$ cat src/rtl/rsa_byte_io.sv
// rsa_byte_io
// Byte-stream front end for a 256-bit modular exponentiator. Bytes arriving
// from a UART receiver are assembled MSB-first into the modulus N, the
// exponent d and then one message block M per exponentiation. The block
// drives the exponentiator start/ready handshake and streams the result S
// back out MSB byte first. The key is loaded once after reset and retained
// across message blocks.
//
// Optional feature: define RSA_IO_REKEY_EN to add the `rekey` input, which
// returns the block to loading N (and then d) when sampled high in LOAD_M
// before the first message byte. Without it the key changes only via reset.
//
// Ports:
//   clk       in   1         system clock, rising edge
//   reset     in   1         asynchronous active-low reset
//   rekey     in   1         (RSA_IO_REKEY_EN only) request a new key
//   rx_data   in   8         received byte
//   rx_valid  in   1         one-cycle strobe, rx_data valid
//   tx_data   out  8         byte to transmit
//   tx_valid  out  1         tx_data valid, held until accepted
//   tx_ready  in   1         transmitter accepts when tx_valid && tx_ready
//   me_M      out  KEY_BITS  message operand
//   me_N      out  KEY_BITS  modulus operand
//   me_d      out  KEY_BITS  exponent operand
//   me_start  out  1         one-cycle start pulse
//   me_ready  in   1         exponentiator idle/done
//   me_S      in   KEY_BITS  exponentiation result
//   rx_drop   out  1         pulses when an rx byte is discarded
module rsa_byte_io #(
    parameter int KEY_BITS = 256
) (
    input  logic                clk,
    input  logic                reset,
`ifdef RSA_IO_REKEY_EN
    input  logic                rekey,
`endif
    input  logic [7:0]          rx_data,
    input  logic                rx_valid,
    output logic [7:0]          tx_data,
    output logic                tx_valid,
    input  logic                tx_ready,
    output logic [KEY_BITS-1:0] me_M,
    output logic [KEY_BITS-1:0] me_N,
    output logic [KEY_BITS-1:0] me_d,
    output logic                me_start,
    input  logic                me_ready,
    input  logic [KEY_BITS-1:0] me_S,
    output logic                rx_drop
);

    localparam int KEY_BYTES = KEY_BITS / 8;
    localparam int CNT_W     = $clog2(KEY_BYTES + 1);
    localparam logic [CNT_W-1:0] CNT_LAST = CNT_W'(KEY_BYTES - 1);

    typedef enum logic [2:0] {
        LOAD_N, LOAD_D, LOAD_M, START, WAIT_BUSY, WAIT_DONE, SEND
    } state_t;

    state_t              state_q, state_d;
    logic [CNT_W-1:0]    cnt_q, cnt_d;
    logic [KEY_BITS-1:0] n_q, n_d;
    logic [KEY_BITS-1:0] d_q, d_d;
    logic [KEY_BITS-1:0] m_q, m_d;
    logic [KEY_BITS-1:0] sr_q, sr_d;
    logic                txv_q, txv_d;

    logic                cnt_last;
    logic [CNT_W-1:0]    cnt_inc;
    logic                loading;
    logic                rekey_req;

    // Big-endian assembly: the newest byte lands in the least significant slot.
    function automatic logic [KEY_BITS-1:0] shift_in(input logic [KEY_BITS-1:0] r,
                                                     input logic [7:0] b);
        return {r[KEY_BITS-9:0], b};
    endfunction

    assign cnt_last = (cnt_q == CNT_LAST);
    assign cnt_inc  = cnt_last ? '0 : cnt_q + CNT_W'(1);
    assign loading  = (state_q == LOAD_N) || (state_q == LOAD_D) || (state_q == LOAD_M);

`ifdef RSA_IO_REKEY_EN
    // Only honoured before the first message byte of a block.
    assign rekey_req = rekey && (state_q == LOAD_M) && (cnt_q == '0);
`else
    assign rekey_req = 1'b0;
`endif

    always_comb begin
        state_d  = state_q;
        cnt_d    = cnt_q;
        n_d      = n_q;
        d_d      = d_q;
        m_d      = m_q;
        sr_d     = sr_q;
        txv_d    = txv_q;
        me_start = 1'b0;
        rx_drop  = rx_valid && !loading;

        case (state_q)
            LOAD_N: begin
                if (rx_valid) begin
                    n_d   = shift_in(n_q, rx_data);
                    cnt_d = cnt_inc;
                    if (cnt_last) state_d = LOAD_D;
                end
            end
            LOAD_D: begin
                if (rx_valid) begin
                    d_d   = shift_in(d_q, rx_data);
                    cnt_d = cnt_inc;
                    if (cnt_last) state_d = LOAD_M;
                end
            end
            LOAD_M: begin
                if (rekey_req) begin
                    // A byte arriving with the rekey request is the first N byte.
                    state_d = LOAD_N;
                    cnt_d   = '0;
                    if (rx_valid) begin
                        n_d   = shift_in(n_q, rx_data);
                        cnt_d = CNT_W'(1);
                    end
                end else if (rx_valid) begin
                    m_d   = shift_in(m_q, rx_data);
                    cnt_d = cnt_inc;
                    if (cnt_last) state_d = START;
                end
            end
            START: begin
                me_start = 1'b1;
                state_d  = WAIT_BUSY;
            end
            WAIT_BUSY: begin
                // The exponentiator drops ready one cycle after start.
                if (!me_ready) state_d = WAIT_DONE;
            end
            WAIT_DONE: begin
                if (me_ready) begin
                    sr_d    = me_S;
                    txv_d   = 1'b1;
                    state_d = SEND;
                end
            end
            SEND: begin
                if (txv_q && tx_ready) begin
                    sr_d  = {sr_q[KEY_BITS-9:0], 8'h00};
                    cnt_d = cnt_inc;
                    if (cnt_last) begin
                        txv_d   = 1'b0;
                        state_d = LOAD_M;
                    end
                end
            end
            default: state_d = LOAD_N;
        endcase
    end

    always_ff @(posedge clk or negedge reset) begin
        if (!reset) begin
            state_q <= LOAD_N;
            cnt_q   <= '0;
            n_q     <= '0;
            d_q     <= '0;
            m_q     <= '0;
            sr_q    <= '0;
            txv_q   <= 1'b0;
        end else begin
            state_q <= state_d;
            cnt_q   <= cnt_d;
            n_q     <= n_d;
            d_q     <= d_d;
            m_q     <= m_d;
            sr_q    <= sr_d;
            txv_q   <= txv_d;
        end
    end

    assign me_N     = n_q;
    assign me_d     = d_q;
    assign me_M     = m_q;
    assign tx_data  = sr_q[KEY_BITS-1 -: 8];
    assign tx_valid = txv_q;

endmodule

$ cat config.mk
export PLATFORM = sky130hd
export DESIGN_NAME = rsa_byte_io
export DESIGN_NICKNAME = d
export VERILOG_FILES = /design/src/rtl/rsa_byte_io.sv
export SDC_FILE = /design/constraint.sdc
export NUM_CORES = 1
export LEC_CHECK = 0
export ABC_CLOCK_PERIOD_IN_PS = 2200
export CAP_MARGIN = 30
export CORE_AREA = 4 4 405 407
export CTS_CLUSTER_SIZE = 30
export DETAILED_ROUTE_END_ITERATION = 7
export DIE_AREA = 0 0 409 411
export PLACE_DENSITY = 0.48
export SLEW_MARGIN = 20
export SYNTH_ARGS = -nofsm -noshare
export SYNTH_HDL_FRONTEND = slang
export SYNTH_SLANG_ARGS = --single-unit
$ cat constraint.sdc
create_clock -name clk -period 2.2 [get_ports clk]
set_input_delay 0.22 -clock clk [delete_from_list [all_inputs] [get_ports clk]]
set_output_delay 0.22 -clock clk [all_outputs]
set_load 0.02 [all_outputs]
# After elaboration in Yosys (flattened, before gate mapping)
# Cells that the tools add are included.
[classes]
addsub = 1
eq_ne = 17
muxes = 22
n_reduce_logical = 16
[op_table]
columns = ["operator", "n"]
rows = [
  ["2-to-1 mux 256 bit", 2],
  ["case mux 256 bit (2 select lines)", 1],
  ["2-to-1 mux 3 bit", 9],
  ["case mux 3 bit (7 select lines)", 1],
  ["2-to-1 mux 6 bit", 3],
  ["!= test 2 bit, second input constant", 9],
  ["case mux 6 bit (2 select lines)", 1],
  ["== test 3 bit, second input constant", 3],
  ["AND reduction 8 bit", 1],
  ["adder 6 x 1 -> 6 bit, second input constant", 1],
  ["== test 3 x 2 -> 1 bit, second input constant", 2],
  ["== test 6 x 5 -> 1 bit, second input constant", 1],
  ["AND reduction 2 bit", 3],
  ["AND reduction 3 bit", 2],
  ["2-to-1 mux 1 bit", 4],
  ["AND reduction 4 bit", 1],
  ["nonzero test 2 bit", 2],
  ["== test 3 x 1 -> 1 bit, second input constant", 1],
  ["zero test 3 bit", 1],
  ["OR reduction 3 bit", 1],
  ["logical AND 1 bit", 2],
  ["logical OR 1 bit", 2],
  ["!= test 2 x 1 -> 1 bit, second input constant", 1],
  ["case mux 1 bit (2 select lines)", 1],
  ["zero test 1 bit", 1],
]
[word_totals]
register_bits = 1034
input_bits = 269
out_inout_bits = 779
wordCells = 63

# Longest topological paths before layout
# Gate-level depths: netlist of the first run.
[logic_depth]
word_depth = 5
mapped_depth = 8
mapped_depth_nobuf = 5

# Worst setup path before layout of the first run
# OpenSTA, ideal clock, no wires.
[synth_path]
kind = "register -> register"
from = "reg state_q[2]"
to = "reg m_q[215] (netlist: me_M[215])"
setup_time_ns = 0.125
arrival_time_ns = 1.591
required_time_ns = 2.075
setup_slack_ns = 0.485
path_stages_with_launch = 7
path_buffers = 3
synth_period_minus_slack_ns = 1.715
cell_sequence = "dfrtp_1 nand2b_1 buf_2 nor2_1 buf_2 buf_4 mux2_2"
[synth_between]
elab_chain_cells = 2
[synth_rtl]
columns = ["element", "line", "source"]
rows = [
  ["start, declared", "59", "state_t state_q, state_d;"],
  ["start signal, assigned", "169", "state_q <= state_d;"],
  ["== test 3 x 2 -> 1 bit", "100", "case (state_q)"],
  ["AND reduction 2 bit (no source line)", "n/a", ""],
  ["end signal, assigned", "173", "m_q <= m_d;"],
  ["end, declared", "63", "logic [KEY_BITS-1:0] m_q, m_d;"],
]
# No other way between the ends.
# A chain may end at the register's enable or synchronous reset.

# Final worst setup path of the first run
[layout_path]
from = "reg txv_q (netlist: tx_valid)"
to = "out tx_valid"
[layout_rtl]
columns = ["element", "line", "source"]
rows = [
  ["start, declared", "65", "logic txv_q, txv_d;"],
  ["start signal, assigned", "175", "txv_q <= txv_d;"],
  ["end, declared", "40", "output logic tx_valid,"],
]
# No word-level cell between the ends.

==> run metrics, run 1 <==
Slew @ Worst Pin 0.588 ns; vias after detailed routing 26,500; outcome finished, final reports clean; Initial Util 0.255; TritonCTS Buffers 119; Slowest-stage cell, CP clkdlybuf4s50_1; leakage power 26.3 nW; RePlAce Congestion 0.826; CTS tree yes; cells on worst reg2reg path 7; port bufs 1,047; Detailed Routing Iterations Pass 1 5; CTS sink cnt 1,034; Worst Setup SP tx_valid$_DFFE_PN0P_; number of global-route vias before repair 27,600; layout cells sized above 1 0.265; fmax 475 MHz; initial antenna violation count 22; critical path arrival 1.88 ns; top-area cell type share of the netlist area 0.633; global route total overflow 0; Clk Latency, worst-skew pair 0.73 ns; r2r setup slk 0.21 ns; CP max stage delay 0.72 ns; Min-Delay Path Class input pin to asynchronous set/reset pin; post-synthesis sequential area ratio 0.633; PnR Total Power 60.6 mW; Tcrit/Tclk final 0.957; IO Count 1,048; Setup Skew 0.0568 ns; post-CTS setup buffer count 0; crit-path max FO 5; Crit Reg-Reg Startpoint state_q[1]$_DFFE_PN0P_; top cells by count, synth dfrtp_1 (1,034), mux2_2 (739), nand2_1 (267); cell area after synthesis 40,900 um^2; Slew headroom 0.605; DP Wirelength 110,000 um; first-pass GRT wire length 205,000 um; CP endpoint kind primary output; Setup violations, final 0; Synth cell types 42; # Max-Cap Violations 0; crit path buf inv count 1; final count of pins violating max slew 0; CP delay by family, top buffers and inverters; Area Overhead vs Synth 43.0%; final hold vios 0; RSZ-0062 raised after global routing no; drt via density 4.28; Worst VDD drop 0.000733 V; Die Ht 411 um; final instance area 58,500 um^2; Crit Path Class flop to primary output; remaining antenna violation count 0; number of synthesized register bits 1,034; largest net degree at the start of global routing 84; Fin Setup TNS 0 ns; Avg Cell Area, Syn 14.6 um^2; Post-route DRC 0; 1st-iter DRT viols 1,414; asr flop ratio synth 1.00; Main synth FF type dfrtp_1; core area 160,000 um^2; clk root buf clkbuf_16; Final Critical Period 2.10 ns; Total Wirelength 143,000 um; largest cells by area after synthesis dfrtp_1 (63%), mux2_2 (20%), mux2i_1 (6.1%); top-count cell post-synth dfrtp_1; P per Cell Area 1040 nW/um^2; total of warnings raised by yosys 0; row count 147; FF-to-FF End sr_q[93]$_DFFE_PN0P_; nets@finish 4,191; syn nets 3,075; CP cell instances clkdlybuf4s50_1; die span in x 409 um; Clock Path Buffers 3; Worst setup SP type flop; Total GRT Usage 0.165; CTS HTree Levels 3; Reg clk slew, reported paths 0.06 ns; top cell type by total area after synthesis dfrtp_1; die area 168,000 um^2; routed len/inst 23.1 um; Area after DPL 54,500 um^2; Syn Inst Count 2,805; Post-synth EDFFs 0; WP data required 1.98 ns
==> state kept, by name (all words and copies together), names as in the netlist <==
register / flops
sr_q: 256
me_M: 256
state_q: 3
tx_valid: 1
cnt_q: 6
me_d: 256
me_N: 256
==> layer usage <==
metal | share of wire | GRT usage | vias to the layer above
li1 | - | - | 12100
met1 | 0.40 | 0.195 | 13500
met2 | 0.51 | 0.290 | 626
met3 | 0.063 | 0.0497 | 188
met4 | 0.024 | 0.0446 | 6
met5 | 0.00029 | 0 | -
==> per-stage QoR <==
stage	std cells	utilization	hold slack (ns)	worst slack [ns]
after global placement	5957	0.340	0.241	0.0121
after global routing	6176	0.365	0.0532	0.00708
after detailed placement	5957	0.340	0.245	0.0281
after CTS	6170	0.365	0.00111	0.00410
final	6182	0.365	0.0962	0.0952
after floorplan	2805	-	-0.0756	0.485
==> layout by cell type (no fill, tap or decap), types with 2 or more instances in the layout <==
cell,netlist,layout
dfrtp_1,1034,1032
clkdlybuf4s50_1,0,1010
mux2_2,739,739
nand2_1,267,267
mux2i_1,248,248
o21ai_0,151,151
clkbuf_16,0,120
o21ai_1,107,107
buf_4,86,69
buf_12,0,57
mux2_1,32,32
dlygate4sd2_1,0,30
clkbuf_1,24,29
clkbuf_8,0,26
clkinv_2,0,19
diode_2,0,12
nor2_1,9,7
bufinv_16,0,6
nand2b_1,4,4
clkinv_16,0,4
nor2_4,1,3
dlygate4sd3_1,0,3
dlymetal6s2s_1,0,3
nor2b_1,2,2
nand4_1,2,2
o2111ai_1,2,2
xnor2_1,2,2
o2bb2ai_1,2,2
a31oi_1,2,2
clkinvlp_4,0,2
inv_16,0,2
dfrtp_2,0,2
buf_2,45,2
==> how the worst max path moves through the flow <==
stage	to	depth (start not counted)
global placement	me_d[253]$_DFFE_PN0P_	7
global route	me_M[12]	1
CTS	me_M[72]	1
finish	tx_valid	1
detailed placement	me_d[134]$_DFFE_PN0P_	7
floorplan	me_M[215]$_DFFE_PN0P_	6
==> timing repair <==
item                                   in CTS  in global routing
gates resized for setup                    41                  5
hold buffers                                3                  0
setup endpoints to repair                  33                  4
endpoints found under the hold margin     779                  0
==> area by class of cell <==
class / instances / area, um^2
fill: 15700 / 102000
sequential: 1034 / 25900
multi-input combinational: 1590 / 13800
timing repair buffer: 1175 / 12100
clock buffer: 175 / 3470
tap: 2160 / 2700
clock inverter: 35 / 468
antenna: 12 / 30.0
inverter: 1 / 6.26
==> report_power, final <==
| part | total, mW | internal [mW] | switching [mW] | leakage (nW) |
|---|---|---|---|---|
| sequential | 25.3 | 22.6 | 2.66 | 13.9 |
| combinational | 15.5 | 7.21 | 8.27 | 10.5 |
| clock | 19.9 | 11.6 | 8.24 | 1.93 |
| total | 60.6 | 41.4 | 19.2 | 26.3 |
==> cell families after synthesis <==
kind of cell	Yosys count	share of synthesized area
and+or+nand+nor	295	0.0288
muxes	1019	0.273
xor gates and xnor gates	2	0.000428
AOI/OAI and AO/OA	273	0.0346
adders and majority gates	1	0.000306
DFF	1034	0.633
buffers and inverters	181	0.0301
Note: power is estimated with default switching activity, not from simulation.
==> run 2, diff against run 1 <==
Settings changed: CAP_MARGIN 30 to unset.
==> results of run 2 <==
No change in the layout: final DEF, timing and power equal those of run 1.
